==> src/rtl/gate_pkg.sv <==
// rtl/gate_pkg.sv - shared op codes and buffer constants for gate_pipe
package gate_pkg;

  localparam int GATE_OP_W = 3;
  localparam int BUF_DEPTH = 2;
  localparam int PTR_W     = $clog2(BUF_DEPTH);
  localparam int CNT_W     = $clog2(BUF_DEPTH + 1);

  typedef enum logic [GATE_OP_W-1:0] {
    GATE_AND  = 3'd0,
    GATE_OR   = 3'd1,
    GATE_NOT  = 3'd2,
    GATE_NAND = 3'd3,
    GATE_NOR  = 3'd4,
    GATE_XOR  = 3'd5,
    GATE_XNOR = 3'd6,
    GATE_BUF  = 3'd7
  } gate_op_e;

endpackage

==> src/rtl/gate_core.sv <==
// rtl/gate_core.sv - combinational bitwise gate with optional single-bit reduction
// Ports:
//   a, b    WIDTH-bit operands (b unused for NOT and BUF)
//   op      gate_op_e operation select
//   reduce  1 = collapse result to y[0], upper bits zero
//   y       WIDTH-bit result
module gate_core
  import gate_pkg::*;
#(
  parameter int WIDTH = 8
) (
  input  logic [WIDTH-1:0] a,
  input  logic [WIDTH-1:0] b,
  input  gate_op_e         op,
  input  logic             reduce,
  output logic [WIDTH-1:0] y
);

  logic [WIDTH-1:0] bitwise;
  logic             red_bit;

  always_comb begin
    bitwise = '0;
    case (op)
      GATE_AND:  bitwise = a & b;
      GATE_OR:   bitwise = a | b;
      GATE_NOT:  bitwise = ~a;
      GATE_NAND: bitwise = ~(a & b);
      GATE_NOR:  bitwise = ~(a | b);
      GATE_XOR:  bitwise = a ^ b;
      GATE_XNOR: bitwise = ~(a ^ b);
      GATE_BUF:  bitwise = a;
      default:   bitwise = '0;
    endcase
  end

  // Inverting ops reduce the non-inverted pairwise vector, then invert once,
  // so e.g. NAND-reduce is ~&(a & b) rather than &(~(a & b)).
  always_comb begin
    red_bit = 1'b0;
    case (op)
      GATE_AND:  red_bit = &(a & b);
      GATE_NAND: red_bit = ~&(a & b);
      GATE_OR:   red_bit = |(a | b);
      GATE_NOR:  red_bit = ~|(a | b);
      GATE_XOR:  red_bit = ^(a ^ b);
      GATE_XNOR: red_bit = ~^(a ^ b);
      GATE_NOT:  red_bit = ~^a;
      GATE_BUF:  red_bit = ^a;
      default:   red_bit = 1'b0;
    endcase
  end

  always_comb begin
    y = '0;
    if (reduce) begin
      y[0] = red_bit;
    end else begin
      y = bitwise;
    end
  end

endmodule

==> src/rtl/gate_pipe.sv <==
// rtl/gate_pipe.sv - registered gate stage with valid/ready handshake and 2-entry output buffer
// Ports:
//   clk, rst                      clock, synchronous active-high reset
//   in_valid/in_ready             input handshake; in_a, in_b, in_op, in_reduce sampled on accept
//   out_valid/out_ready, out_y    output handshake and head-of-buffer result
//   out_count                     results delivered since reset, wraps at 2^16
module gate_pipe
  import gate_pkg::*;
#(
  parameter int WIDTH = 8
) (
  input  logic                 clk,
  input  logic                 rst,
  input  logic                 in_valid,
  output logic                 in_ready,
  input  logic [WIDTH-1:0]     in_a,
  input  logic [WIDTH-1:0]     in_b,
  input  logic [GATE_OP_W-1:0] in_op,
  input  logic                 in_reduce,
  output logic                 out_valid,
  input  logic                 out_ready,
  output logic [WIDTH-1:0]     out_y,
  output logic [15:0]          out_count
);

  logic [WIDTH-1:0] mem [BUF_DEPTH];
  logic [PTR_W-1:0] wr_ptr;
  logic [PTR_W-1:0] rd_ptr;
  logic [CNT_W-1:0] count;
  logic [WIDTH-1:0] core_y;
  logic             push;
  logic             pop;

  gate_core #(
    .WIDTH (WIDTH)
  ) u_core (
    .a      (in_a),
    .b      (in_b),
    .op     (gate_op_e'(in_op)),
    .reduce (in_reduce),
    .y      (core_y)
  );

  // in_ready comes only from the registered count, so out_ready never
  // reaches it combinationally; a full buffer frees a slot one cycle after a pop.
  assign in_ready  = (count < CNT_W'(BUF_DEPTH));
  assign out_valid = (count != '0);
  assign out_y     = mem[rd_ptr];

  assign push = in_valid && in_ready;
  assign pop  = out_valid && out_ready;

  always_ff @(posedge clk) begin
    if (rst) begin
      for (int i = 0; i < BUF_DEPTH; i++) begin
        mem[i] <= '0;
      end
      wr_ptr    <= '0;
      rd_ptr    <= '0;
      count     <= '0;
      out_count <= '0;
    end else begin
      if (push) begin
        mem[wr_ptr] <= core_y;
        wr_ptr      <= wr_ptr + 1'b1;
      end
      if (pop) begin
        rd_ptr    <= rd_ptr + 1'b1;
        out_count <= out_count + 16'd1;
      end
      case ({push, pop})
        2'b10:   count <= count + 1'b1;
        2'b01:   count <= count - 1'b1;
        default: count <= count;
      endcase
    end
  end

endmodule

==> config.mk <==
export PLATFORM = sky130hd
export DESIGN_NAME = gate_pipe
export DESIGN_NICKNAME = d
export VERILOG_FILES = /design/src/rtl/gate_pkg.sv /design/src/rtl/gate_core.sv /design/src/rtl/gate_pipe.sv
export SDC_FILE = /design/constraint.sdc
export NUM_CORES = 1
export LEC_CHECK = 0
export ABC_AREA = 1
export CAP_MARGIN = 0
export CORE_ASPECT_RATIO = 0.9
export CORE_MARGIN = 2
export CORE_UTILIZATION = 40
export CTS_BUF_LIST = sky130_fd_sc_hd__clkbuf_16
export DETAILED_ROUTE_END_ITERATION = 8
export PLACE_DENSITY = 0.73
export SYNTH_ARGS = -nofsm -noshare
export SYNTH_HDL_FRONTEND = slang
export SYNTH_SLANG_ARGS = --single-unit
==> constraint.sdc <==
create_clock -name clk -period 3.6 [get_ports clk]
set_clock_uncertainty 0.1 [all_clocks]
set_input_delay 0.72 -clock clk [delete_from_list [all_inputs] [get_ports clk]]
set_output_delay 0.72 -clock clk [all_outputs]
set_load 0.03 [all_outputs]
* Word-level counts from Yosys, hierarchy flattened
Memories as Yosys holds them, arrays and structs flattened. A register that Yosys moved wholly into a read port is not among the register bits.
Index checks and enable logic that the tools add are counted.
** Cells by class
- $add $sub $neg :: 5
- $lt $le $gt $ge :: 1
- Equal/unequal tests :: 9
- Mux-type cells :: 15
- Bitwise logic cells :: 7
- Reduce and logical (&&, ||, !) cells :: 14
** Operator list (count)
- one-hot mux 8 bit (8 select lines) :: 1
- NOT 8 bit :: 4
- adder 16 x 1 -> 16 bit, second input constant :: 1
- OR reduction 8 bit :: 2
- XNOR reduction 8 bit :: 2
- parity 8 bit :: 2
- equality test 3 bit, second input constant :: 4
- two-way mux 1 bit :: 10
- AND 8 bit :: 1
- two-way mux 8 bit :: 1
- bitwise OR 8 bit :: 1
- one-hot mux 1 bit (8 select lines) :: 1
- AND reduction 8 bit :: 1
- bitwise XOR 8 bit :: 1
- two-way mux 7 bit :: 1
- equality test 3 x 2 -> 1 bit, second input constant :: 2
- one-hot mux 2 bit (2 select lines) :: 1
- nonzero test 2 bit :: 2
- equality test 3 x 1 -> 1 bit, second input constant :: 1
- logical NOT 3 bit :: 1
- adder 1 bit, second input constant :: 2
- adder 2 x 1 -> 2 bit, second input constant :: 1
- equality test 2 x 1 -> 1 bit, second input constant :: 1
- equality test 2 bit, second input constant :: 1
- other kinds (4) :: 6
** Word-level totals
- Register bits after elaboration :: 20
- Memory bits (writable) :: 16
- Bits of input ports :: 24
- Output and inout port bits :: 26
- Logic and storage cells :: 56
- Memories kept :: 1
** Memories
- mem :: depth 2, width 8, read ports 1, clocked after Yosys merged registers in 1, wr ports 2, RTL line gate_pipe.sv:26 : logic [WIDTH-1:0] mem [BUF_DEPTH];

* Longest topological paths before layout
- Word-level depth :: 7
- Mapped depth :: 14

* Cells and area by module
From an unflattened synthesis, not the netlist that was laid out.
** Unflattened totals
- Cell total of the unflattened synthesis :: 409
- Area total of the unflattened synthesis :: 2780.2 um^2
** Modules (own cells, without submodules)
- gate_pipe :: instances 1, cells each 194, area each 1665.3 um^2
- gate_core :: instances 1, cells each 215, area each 1114.8 um^2

* Worst setup path after synthesis
Ideal clock, no wire load.
- Path type :: input -> register
- Start :: input in_a[5]
- End :: memory mem[1][0], data pin
- Library setup time :: 268 ps
- Arrival time :: 1811 ps
- Setup slack :: 1421 ps
- Stages :: 14
- Path through :: inv_1 -> ha_1 -> nor2_1 -> inv_1 -> nand2_1 -> nand2_1 -> nand2_1 -> nand2_1 -> nand3_1 -> nand2_1 -> nor2_1 -> nand2_1 -> nand2_1 -> a21oi_1
** RTL lines
- from (decl) :: RTL line gate_pipe.sv:16 : input logic [WIDTH-1:0] in_a,
- to (decl) :: RTL line gate_pipe.sv:26

==> flow_summary.yaml <==
run_status:
  status: "finished clean"
timing:
  slew_headroom: 0.705
  final_max_slew_viol_count: 0
  rsz0062_at_grt: "no"
  worst_pin_slew_ns: 0.443
  fin_crit_sh: 0.779
  setup_tns_ns: 0
  fin_crit_ns: 2.80
  max_freq_ghz: 0.357
  finalSetupViolations: 0
  hold_viol: 0
worst_hold_path:
  whs_endpoint: "out_count[15]"
  min_path_type: "reg2reg"
  hp-start: "out_count[15]"
  whs_path_depth: 2
layout:
  layout-drive-gt1-share: 0.0695
  nNetsFinal: 487
  fin_util: 0.528
  diodes: 0
  areaGrowthSynthToFinish_pct: 27.4
placement:
  place_hpwl_um: 5450
  io_buffers: 49
  place.gp.congestion: 0.921
synth:
  synthFlopType: "dfxtp_1"
  synth_cell_type_count: 32
  syn_area_mm2: 0.00274
  seq_area_frac_synth: 0.328
  synth_top_area_frac: 0.175
  ys_ff_latch: 37
  async_flop_share: 0
  synthTopCellsByCount: "nand2_1, inv_1, nor2_1"
  yosys.area.top_type: "edfxtp_1"
  synthesis.nets: 431
  synth_area_leaders: "edfxtp_1, dfxtp_1, nand2_1"
  synth.avg_cell_area_um2: 7.05
  syn_inst: 389
  synth_edf_count: 16
  ys_warn_count: 0
  synth.most_common_cell: "nand2_1"
drt:
  drt_iter0_drc: 206
  wl_per_cell_um: 13.0
  firstDrtPassIters: 5
  drt_wl_total_um: 6970
  drtAntennaViolNets: 0
  vias_per_cell: 5.12
  vias: 2743
  drcViolationCount: 0
power_and_ir_drop:
  leakagePower_uw: 0.00149
  vdd_drop_max_mv: 0.248
  power_density_mw_per_mm2: 395
cts:
  clockBufferDepth: 2
  cts_setup_buffers: 0
  tritoncts: "yes"
  clock_latency_ns: 0.27
  htreeDepth: 2
  cts.reportedPaths.clkPinSlew_ns: 0.05
  cts_buffers: 5
  holdBufCountCts: 0
  cts_root_buf: "clkbuf_16"
  ctsResizeCount: 0
  cts_sinks: 37
global_route:
  grt_max_degree: 15
  antenna_found_initial: 0
  grt_usage: 0.189
  grt_pass1_wl_um: 11300
  grt.overflow.total: 0
  grt_pass1_vias: 2442
die:
  rows: 28
  io_pins: 50
  coreArea_mm2: 0.00662
  die_x_um: 91.3
  initial_core_util: 0.414
  die_area_mm2: 0.00754
  die_h_um: 82.6
flow_run:
  maxCapViolCount: 0
setup_path:
  cp-end-kind: "register"
  crit_fanout: 5
  critPathLaunchType: "input port"
  r2r-start: "count[0]"
  crit_type: "in2reg"
  rr_endpoint: "out_count[13]"
  required_ns: 3.52
  ff2ff_path_depth: 8
  rrSetupSlack_ns: 1.67
  arrival_ns: 2.73
## cells in the final DEF, fill, tap and decap left out, types with 6 or more instances in the layout
cell | Yosys | final
nor3_1 | 8 | 8
nor2_1 | 51 | 51
nand4_1 | 6 | 6
o21ai_0 | 19 | 19
a22oi_1 | 8 | 8
ha_1 | 18 | 18
o22ai_1 | 7 | 7
inv_1 | 60 | 62
dfxtp_1 | 21 | 21
a21oi_1 | 31 | 31
nand3_1 | 12 | 12
mux2_2 | 8 | 8
clkdlybuf4s50_1 | 0 | 49
edfxtp_1 | 16 | 16
xnor2_1 | 6 | 6
nand2_1 | 82 | 82
## per-stage QoR
stage               hold slack (ns)  power [uW]  setup slack (ns)  instances  cell area (um^2)
floorplan                     0.326         814              1.42        389              2740
finish                        0.359        1380             0.797        536              3490
detailed placement            0.350         983             0.541        528              3360
CTS                           0.363        1380             0.819        536              3490
global route                  0.395        1460             0.622        536              3490
global placement              0.336         972             0.619        528              3360
## critical path: stages
cell and delay (ns):
clkdlybuf4s50_1 0.59, inv_1 0.10, ha_1 0.38, inv_1 0.12
nand2_1 0.08, nand2_1 0.09, nand3_1 0.08, nand2_1 0.10
nand2_1 0.07, nand3_1 0.07, nand2_1 0.05, nor2_1 0.08
nand2_1 0.05, nand2_1 0.07, a21oi_1 0.06
## worst max-delay path by stage
stage                     startpoint  slack, ns         to
final                        in_a[1]       0.80  mem[0][0]
after detailed placement     in_a[2]       0.54  mem[0][0]
after global placement       in_a[1]       0.62  mem[0][0]
after floorplan              in_a[5]       1.42  mem[1][0]
after global routing         in_a[1]       0.62  mem[0][0]
after CTS                    in_a[2]       0.82  mem[0][0]
## cell families (layout without fill, tap and decap cells)
family / Yosys count / count (layout) / share of synthesized area
simple gates: 171 / 171 / 0.272
compound gates: 78 / 78 / 0.163
buf+inv: 68 / 125 / 0.0930
flops: 37 / 37 / 0.328
fa+ha+maj: 18 / 18 / 0.0821
xor+xnor: 9 / 9 / 0.0287
mux: 8 / 8 / 0.0328
## final cells by class
cell class	instances	area (um^2)
Timing Repair Buffer	52	513
Clock buffer	5	125
Clock inverter	3	11.3
Tap cell	90	113
Multi-Input combinational cell	284	1590
Inverter	65	244
Sequential cell	37	901
Fill cell	637	3130
## metal layers
metal | track usage | part of all wire | up-vias
li1 | - | - | 1398
met1 | 0.265 | 0.47 | 1236
met2 | 0.297 | 0.44 | 99
met3 | 0.0318 | 0.068 | 10
met4 | 0.0621 | 0.019 | 0
met5 | 0 | 0 | -
## flip-flops by register name, summed over array words and instances (netlist names), named ones only
name,cells
mem,16
out_count,16
count,2
rd_ptr,1
wr_ptr,1
## report_power, final
group / internal (uW) / total (uW) / switching, uW
logic: 187 / 472 / 285
registers: 480 / 508 / 28.2
clock network: 249 / 399 / 150
Note: power is estimated with default switching activity, not from simulation.
